### config.mk
export PLATFORM = sky130hd
export DESIGN_NAME = hazard_scoreboard
export DESIGN_NICKNAME = d
export VERILOG_FILES = /design/src/rtl/hazard_scoreboard.sv
export SDC_FILE = /design/constraint.sdc
export NUM_CORES = 1
export LEC_CHECK = 0
export ABC_AREA = 1
export CAP_MARGIN = 15
export CORE_MARGIN = 1
export CORE_UTILIZATION = 45
export CTS_BUF_LIST = sky130_fd_sc_hd__clkbuf_8
export CTS_CLUSTER_DIAMETER = 200
export DETAILED_ROUTE_END_ITERATION = 12
export PLACE_DENSITY = 0.7
export SLEW_MARGIN = 30
export SYNTH_ARGS = -nofsm -noshare
export SYNTH_HDL_FRONTEND = slang
export SYNTH_SLANG_ARGS = --single-unit
### constraint.sdc
create_clock -name clock -period 3.45 [get_ports clock]
set_input_delay 0.69 -clock clock [delete_from_list [all_inputs] [get_ports clock]]
set_output_delay 0.69 -clock clock [all_outputs]
set_load 0.02 [all_outputs]
### src/rtl/hazard_scoreboard.sv
// Pipeline hazard scoreboard: tracks the E/M/W writers, drives the execute forwarding selects, the load-use stall and the branch flush.
// Latency: all controls are combinational from Decode inputs and slot state; slots and counters advance on every clock.
// Backpressure: a load-use dependency holds F/D for one cycle and bubbles D/E; a taken branch overrides the stall.
module hazard_scoreboard #(
    parameter int REG_ADDR_W = 5,
    parameter int CNT_W      = 32
) (
    input  logic                  clock,
    input  logic                  reset_n,
    input  logic                  d_valid,
    input  logic [REG_ADDR_W-1:0] d_rs1,
    input  logic [REG_ADDR_W-1:0] d_rs2,
    input  logic                  d_uses_rs1,
    input  logic                  d_uses_rs2,
    input  logic [REG_ADDR_W-1:0] d_rd,
    input  logic                  d_reg_we,
    input  logic                  d_is_load,
    input  logic                  e_branch_taken,
    output logic                  stall_fd,
    output logic                  bubble_de,
    output logic                  flush_fd,
    output logic [1:0]            fwd_rs1_sel,
    output logic [1:0]            fwd_rs2_sel,
    output logic                  wb_rs1_hit,
    output logic                  wb_rs2_hit,
    output logic [CNT_W-1:0]      stall_count,
    output logic [CNT_W-1:0]      flush_count
);

    // The load flag only matters while the load sits in E, so older slots keep just the writer fields.
    typedef struct packed {
        logic                  valid;
        logic [REG_ADDR_W-1:0] rd;
        logic                  we;
    } slot_t;

    typedef struct packed {
        slot_t                 base;
        logic                  is_load;
        logic [REG_ADDR_W-1:0] rs1;
        logic [REG_ADDR_W-1:0] rs2;
        logic                  uses_rs1;
        logic                  uses_rs2;
    } e_slot_t;

    localparam logic [CNT_W-1:0] CNT_ONE = {{(CNT_W-1){1'b0}}, 1'b1};

    e_slot_t e_slot;
    slot_t   m_slot;
    slot_t   w_slot;
    logic    load_use;

    function automatic logic is_writer(input slot_t s);
        return s.valid && s.we && (s.rd != '0);
    endfunction

    function automatic logic [1:0] fwd_sel(input logic e_valid, input logic uses,
                                           input logic [REG_ADDR_W-1:0] rs,
                                           input slot_t m, input slot_t w);
        logic [1:0] sel;
        sel = 2'b00;
        if (e_valid && uses && is_writer(m) && (m.rd == rs))
            sel = 2'b01;
        else if (e_valid && uses && is_writer(w) && (w.rd == rs))
            sel = 2'b10;
        return sel;
    endfunction

    assign load_use = d_valid && is_writer(e_slot.base) && e_slot.is_load &&
                      ((d_uses_rs1 && (d_rs1 == e_slot.base.rd)) ||
                       (d_uses_rs2 && (d_rs2 == e_slot.base.rd)));

    // Gated by reset so every output reads 0 while reset is held, even with a branch input asserted.
    assign flush_fd  = e_branch_taken && reset_n;
    assign stall_fd  = load_use && !flush_fd;
    assign bubble_de = load_use || flush_fd;

    assign fwd_rs1_sel = fwd_sel(e_slot.base.valid, e_slot.uses_rs1, e_slot.rs1, m_slot, w_slot);
    assign fwd_rs2_sel = fwd_sel(e_slot.base.valid, e_slot.uses_rs2, e_slot.rs2, m_slot, w_slot);

    assign wb_rs1_hit = d_valid && d_uses_rs1 && is_writer(w_slot) && (w_slot.rd == d_rs1);
    assign wb_rs2_hit = d_valid && d_uses_rs2 && is_writer(w_slot) && (w_slot.rd == d_rs2);

    always_ff @(posedge clock or negedge reset_n) begin
        if (!reset_n) begin
            e_slot      <= '0;
            m_slot      <= '0;
            w_slot      <= '0;
            stall_count <= '0;
            flush_count <= '0;
        end else begin
            w_slot              <= m_slot;
            m_slot              <= e_slot.base;
            e_slot.base.valid   <= d_valid && !bubble_de;
            e_slot.base.rd      <= d_rd;
            e_slot.base.we      <= d_reg_we;
            e_slot.is_load      <= d_is_load;
            e_slot.rs1          <= d_rs1;
            e_slot.rs2          <= d_rs2;
            e_slot.uses_rs1     <= d_uses_rs1;
            e_slot.uses_rs2     <= d_uses_rs2;
            if (stall_fd && (stall_count != '1))
                stall_count <= stall_count + CNT_ONE;
            if (flush_fd && (flush_count != '1))
                flush_count <= flush_count + CNT_ONE;
        end
    end

endmodule

Word-level counts from Yosys, hierarchy flattened
Index checks and enable logic that the tools add are counted.
{"block": "op_classes", "addsub": 2, "eq_ne": 10, "mux": 4, "n_reduce_logical": 39}
{"cell": "adder 32 x 1 -> 32 bit, second input constant", "n": 2}
{"cell": "!= test 32 bit, second input constant", "n": 2}
{"cell": "== test 5 bit", "n": 8}
{"cell": "logical AND 1 bit", "n": 32}
{"cell": "nonzero test 5 bit", "n": 3}
{"cell": "2-to-1 mux 2 bit", "n": 4}
{"cell": "zero test 1 bit", "n": 2}
{"cell": "logical OR 1 bit", "n": 2}
{"block": "totals", "regBits": 98, "input_bits": 23, "output_inout_bits": 73, "elab_cells": 71}

Logic depth before layout (Yosys ltp)
Gate-level depths: netlist of run 1.
{"block": "depth", "depth_word": 8, "depth_mapped": 11, "ltp_nobuf": 11}

Least setup slack after synthesis of run 1
No wires, ideal clock.
{"block": "synth_path", "path_type": "register to output", "from": "register m_slot[1] (netlist bit)", "to": "output fwd_rs2_sel[1]", "arrival_time_ps": 1670, "required_time_ps": 2760, "setup_slack_ps": 1090, "stages_incl_launch_ff": 6, "n_path_buf": 0, "cell_sequence": "dfrtp_1 > inv_1 > or2_2 > nand3_1 > nor4_1 > nor2_1"}
{"block": "synth_via", "elab_chain_cells": 5}
{"item": "start, declared", "line": "49", "rtl": "slot_t m_slot;"}
{"item": "start signal, assigned", "line": "93", "rtl": "m_slot <= e_slot.base;"}
{"item": "nonzero test 5 bit", "line": "54", "rtl": "return s.valid && s.we && (s.rd != '0);"}
{"item": "logical AND 1 bit", "line": "54"}
{"item": "logical AND 1 bit", "line": "62", "rtl": "if (e_valid && uses && is_writer(m) && (m.rd == rs))"}
{"item": "logical AND 1 bit *", "line": "62"}
{"item": "2-to-1 mux 2 bit *", "line": "62"}
{"item": "end, declared", "line": "23", "rtl": "output logic [1:0] fwd_rs2_sel,"}
Every way passes the cells marked *; elsewhere a longest branch is shown, timed or not.

Final worst setup path of run 1
{"block": "layout_path", "from": "input d_rs2[3]", "to": "output stall_fd"}
{"block": "layout_via", "elab_chain_cells": 5}
{"item": "start, declared", "line": "12", "rtl": "input logic [REG_ADDR_W-1:0] d_rs2,"}
{"item": "== test 5 bit", "line": "71", "rtl": "(d_uses_rs2 && (d_rs2 == e_slot.base.rd)));"}
{"item": "logical AND 1 bit", "line": "71"}
{"item": "logical OR 1 bit", "line": "70", "rtl": "((d_uses_rs1 && (d_rs1 == e_slot.base.rd)) ||"}
{"item": "logical AND 1 bit", "line": "69", "rtl": "assign load_use = d_valid && is_writer(e_slot.base) && e_slot.is_load &&"}
{"item": "logical AND 1 bit", "line": "75", "rtl": "assign stall_fd = load_use && !flush_fd;"}
{"item": "end, declared", "line": "19", "rtl": "output logic stall_fd,"}
Every way passes these cells.

==> out/metrics.csv, run 1 <==
metric,value,unit
status,finished clean,
# nets final,933,
logic gate share of total power,0.207,
static leakage power,0.00324,uW
syn avg cell area,7.23,um^2
# setup viols final,0,
syn_nets,837,
HPWL Detailed,11.6,mm
CP bufs+invs,4,
Main synth FF type,dfrtp_1,
CP max stage delay,600,ps
All-Layer GR Usage,0.247,
Max VDD drop,0.000222,V
"Async S/R FF share, synth",1.00,
RSZ-0062 raised after global routing,no,
chip width,116,um
HP Class,input port to asynchronous set/reset pin,
Ports,96,
Internal,1800,uW
Psw,864,uW
largest net degree at the start of global routing,77,
critical path class,input port to output port,
headroom to the max-slew limit,0.539,
type of origin of the critical path,input port,
Max Cap Violations,0,
Mapped Area,5870,um^2
Post-CTS Hold Fix Bufs,0,
Initial Util,0.463,
setup TNS,0,ps
clock tree buffer depth,2,
Unique masters post-synth,36,
number of H-tree levels,3,
"delay-heaviest family, CP",buffers and inverters,
overall die area,13500,um^2
area delta synth->final,21.3,%
vias after detailed routing,5360,
routed wire length,15.4,mm
TritonCTS clock tree,built,
pwr/cell area,374,nW/um^2
Detailed Routing Iterations Pass 1,5,
number of CTS-inserted buffers,9,
GRT Residual Overflow,0,
Yosys Warn Count,0,
Worst setup EP type,output port,
clock share of power,0.286,
input/output buffers,95,
post-synthesis sequential area ratio,0.418,
Vias/cell,4.94,
Critical Path Fanout Max,4,
vias in the first global route,4929,
antenna-violating nets left,0,
core area,12700,um^2
"EDFF count, synth",0,
Clock Skews,12.0,ps
clk root buf,clkbuf_8,
initial DRC count,393,
ant diodes,0,
clock slew at reported path FFs,100,ps
final hold viol count,0,
CP cell instances,clkdlybuf4s50_1 -> inv_1 -> nand2_1 -> nand2_1 -> nor2_1 -> nand3_1 -> nand2_2 -> nand3_1 -> inv_1 -> clkdlybuf4s50_1,
antenna violations before repair,0,
share of the synthesized area in the top cell type,0.418,
row count,41,
chip height,116,um
period utilisation layout,0.948,
Yosys top cell by area,dfrtp_1,
global-route wire length before repair,25.3,mm
DRC viols,0,
sw frac,0.324,
Gate Count Post-Synth,812,
fin. max-slew vios,0,
clk_lat worst skew,390,ps
share of layout cells above drive strength 1,0.0713,
Flop pwr share,0.507,
"Slowest-stage cell, CP",clkdlybuf4s50_1,
Sinks on Clock Net,98,
CP arrival,2580,ps
FMAX,0.306,GHz
routability cong.,0.912,
Critical Path RT,2760,ps
Post-CTS Resized,0,
clock period minus worst slack,3270,ps
utilization after layout,0.562,
post-CTS setup buffer count,0,
routed len/inst,14.2,um
ranking of synthesized cells by area,"dfrtp_1, nand2_1, nor2_1, xor2_1, inv_1",
Seq cells post-synth,98,
Slew @ Worst Pin,691,ps
# fillers,1247,
==> per-layer routing <==
| layer | GRT usage | vias up | wire length (um) |
|---|---|---|---|
| met5 | 0 | - | 0 |
| met4 | 0.0735 | 0 | 178 |
| met1 | 0.354 | 2473 | 7340 |
| li1 | - | 2730 | - |
| met3 | 0.0529 | 13 | 912 |
| met2 | 0.377 | 144 | 6960 |
==> final cells by class <==
cell class,instances,area [um^2],share of cell area
clock buffers,9,124,0.0174
clock inverters,6,67.6,0.00949
inverters,68,260,0.0366
multi-input cells,633,3020,0.425
flip-flops and latches,98,2450,0.345
well taps,172,215,0.0302
repair buffers,98,975,0.137
==> cell usage after synthesis (all sizes together), types with 3 or more instances <==
master	number
nand3b	12
xor2	32
nor2	100
a21oi	4
nand2	359
nor4	3
dfrtp	98
xnor2	16
buf	12
o22ai	7
inv	68
nand3	30
o21ai	24
nor3	24
nand4	13
==> cell usage in the layout (no fill, tap or decap), types with 2 or more instances in the layout <==
| cell | instances |
|---|---|
| clkdlybuf4s50_1 | 94 |
| inv_1 | 60 |
| a21oi_1 | 4 |
| o21ai_0 | 8 |
| nand2_1 | 351 |
| xnor2_1 | 16 |
| nand2_4 | 2 |
| o21ai_2 | 16 |
| nor4_1 | 3 |
| nand4_1 | 12 |
| o211ai_1 | 2 |
| clkinvlp_4 | 2 |
| nor3_2 | 2 |
| clkbuf_8 | 9 |
| nand3_1 | 29 |
| nor2_4 | 2 |
| nand3b_1 | 10 |
| nor2_1 | 95 |
| nand2_2 | 6 |
| or2_2 | 2 |
| buf_4 | 3 |
| ha_1 | 2 |
| inv_6 | 2 |
| inv_2 | 7 |
| nor2_2 | 3 |
| o21bai_1 | 2 |
| o22ai_1 | 7 |
| nand3b_2 | 2 |
| dfrtp_1 | 98 |
| nor3_1 | 21 |
| xor2_1 | 32 |
==> state kept, by name, indices dropped and copies added (netlist names) <==
| name | flops |
|---|---|
| flush_count | 32 |
| stall_count | 32 |
| e_slot | 20 |
| m_slot | 7 |
| w_slot | 7 |
==> stage by stage <==
stage | hold WS, ps | cell area [um^2] | cells | total power, uW | worst slack (ps)
2_1_floorplan | 353 | 5870 | 812 | 1660 | 1090
3_3_place_gp | 366 | 6920 | 1069 | 1920 | 202
3_5_place_dp | 364 | 6920 | 1069 | 1930 | 189
4_1_cts | 296 | 7110 | 1084 | 2690 | 183
5_1_grt | 322 | 7120 | 1084 | 2810 | 34.0
6_report | 305 | 7120 | 1084 | 2660 | 178
==> cells by family (layout without fill, tap and decap cells) <==
logic type / after synthesis / in the layout / share of synthesized area
simple gates: 544 / 544 / 0.393
flops: 98 / 98 / 0.418
buf+inv: 81 / 181 / 0.0670
xor+xnor: 48 / 48 / 0.0716
compound gates: 39 / 39 / 0.0467
fa+ha+maj: 2 / 2 / 0.00426
==> worst paths after layout <==
path / from / endpoint / slack (ps) / depth (start not counted)
max: d_rs2[3] / stall_fd / 180 / 10
min: reset_n / flush_count[0] / 310 / 2
max reg2reg: flush_count[0] / flush_count[18] / 1270 / 10
min reg2reg: m_slot[6] / w_slot[6] / 380 / 0
max in group asynchronous: reset_n / stall_count[28] / 2170 / 3
min in group clock: m_slot[6] / w_slot[6] / 380 / 0
==> power by group through the flow <==
stage | clock [uW] | sequential [uW] | combinational [uW]
finish | 762 | 1350 | 553
global route | 834 | 1360 | 607
CTS | 788 | 1350 | 557
detailed placement | 0 | 1370 | 555
global placement | 0 | 1370 | 552
floorplan | 0 | 1410 | 248
No activity file was read; power rests on OpenSTA's default activity.
==> run 2: changes to the inputs <==
CTS_CLUSTER_DIAMETER = 50   (was 200)
==> results of run 2 <==
Final layout, timing and power as in run 1 (identical DEF).
==> run 3: changes to the inputs <==
GPL_TIMING_DRIVEN = 0   (was not set)
RECOVER_POWER = 100   (was not set)
==> run 3 against run 2 <==
Net effect: total power decreased by 2.4%; critical path type unchanged; clock skew decreased by 1.0 ps; combinational power decreased by 8.0%.
==> out/metrics.csv, run 3 (synthesis gave the netlist of run 1 again) <==
metric,value,unit
dpl cells,1080,
Max Cap Violations,0,
"commonest non-fill, non-tap cell in the layout",nand2_1,
Internal,1730,uW
"commonest cells after routing, fill and taps aside","nand2_1, nor2_1, dfrtp_1",
All-Layer GR Usage,0.243,
sw frac,0.334,
largest net degree at the start of global routing,52,
Detailed Routing Iterations Pass 1,5,
chip height,116,um
reg-to-reg endpoint,flush_count[11],
antenna-violating nets left,0,
"Non-Filler Cell Area, Final",7120,um^2
cells on worst reg2reg path,11,
RSZ-0062 raised after global routing,no,
Worst setup EP type,output port,
area delta synth->final,21.4,%
reg2reg setup slack,600,ps
Flop pwr share,0.515,
routed wire length,15.3,mm
CP arrival,2580,ps
HPWL Detailed,11.8,mm
Ports,96,
static leakage power,0.00345,uW
HP Class,input port to asynchronous set/reset pin,
pwr/cell area,365,nW/um^2
clock period minus worst slack,3270,ps
critical path class,input port to output port,
DRC viols,0,
input/output buffers,95,
placed cell area,7060,um^2
area of the multi-input gates,2950,um^2
share of layout cells above drive strength 1,0.0563,
number of H-tree levels,3,
logic gate share of total power,0.196,
chip width,116,um
hold slack final,230,ps
Critical Path RT,2760,ps
storage element area,2450,um^2
core area,12700,um^2
utilization after layout,0.562,
vias after detailed routing,5448,
setup TNS,0,ps
fin. max-slew vios,0,
clock slew at reported path FFs,100,ps
"delay-heaviest family, CP",buffers and inverters,
clock share of power,0.289,
overall die area,13500,um^2
Psw,868,uW
Vias/cell,4.97,
clock tree buffer depth,2,
Initial Util,0.463,
TritonCTS clock tree,built,
Max VDD drop,0.000251,V
Post-CTS Resized,0,
FMAX,0.306,GHz
post-CTS setup buffer count,0,
Critical Path Fanout Max,4,
status,finished clean,
type of origin of the critical path,input port,
period utilisation layout,0.948,
clk root buf,clkbuf_8,
# nets final,944,
Worst R2R Start,flush_count[0],
row count,41,
largest registers,"flush_count x32, stall_count x32, e_slot x20",
routed len/inst,13.9,um
Layout Cells excl Fill,1096,
GRT Residual Overflow,0,
CP bufs+invs,4,
Post-CTS Hold Fix Bufs,0,
"Slowest-stage cell, CP",clkdlybuf4s50_1,
CP max stage delay,610,ps
ant diodes,0,
headroom to the max-slew limit,0.596,
Clock Skews,11.0,ps
# setup viols final,0,
number of CTS-inserted buffers,9,
Sinks on Clock Net,98,
initial DRC count,372,
vias in the first global route,4929,
global-route wire length before repair,24.9,mm
final hold viol count,0,
Slew @ Worst Pin,606,ps
# fillers,1260,
antenna violations before repair,0,
CP cell instances,dlygate4sd3_1 -> inv_1 -> nand2_1 -> nand2_1 -> nor2_1 -> nand3_1 -> nand2_2 -> nand3_1 -> inv_1 -> clkdlybuf4s50_1,
routability cong.,0.934,
clk_lat worst skew,390,ps
==> run 3: routing by layer <==
layer  track usage  vias up  wire (um)  share of wire
li1              -     2751          -              -
met5             0        -          0              0
met4        0.0615        0        175          0.011
met3        0.0571       12        975          0.064
met1         0.330     2531       7080           0.46
met2         0.392      154       7030           0.46
==> run 3: power by group through the flow <==
stage	Combinational, uW	Clock [uW]	Sequential (uW)
floorplan	248	0	1410
global placement	563	0	1360
detailed placement	571	0	1360
CTS	573	773	1340
global route	565	818	1350
finish	509	752	1340
==> run 3: how the worst max path moves through the flow <==
stage	cells after the start	to	slack (ps)	startpoint
after floorplan	5	fwd_rs2_sel[1]	1090	m_slot[1]
after global placement	5	stall_fd	-3850	reset_n
after detailed placement	10	stall_fd	150	d_rs2[3]
after CTS	10	stall_fd	150	d_rs2[3]
after global routing	5	flush_fd	60	reset_n
final	10	stall_fd	180	d_rs1[4]
==> run 3: per-stage QoR <==
| stage | setup slack (ps) | total power (uW) |
|---|---|---|
| 2_1_floorplan | 1090 | 1660 |
| 3_3_place_gp | -3850 | 1930 |
| 3_5_place_dp | 154 | 1930 |
| 4_1_cts | 147 | 2690 |
| 5_1_grt | 55.9 | 2740 |
| 6_report | 181 | 2600 |
==> run 3: area by class of cell <==
| class | instances | share of cell area |
|---|---|---|
| Multi-Input combinational cell | 633 | 0.414 |
| Sequential cell | 98 | 0.344 |
| Timing Repair Buffer | 96 | 0.138 |
| Inverter | 68 | 0.0365 |
| Tap cell | 172 | 0.0302 |
| Clock buffer | 10 | 0.0193 |
| Buffer | 13 | 0.0102 |
| Clock inverter | 6 | 0.00808 |
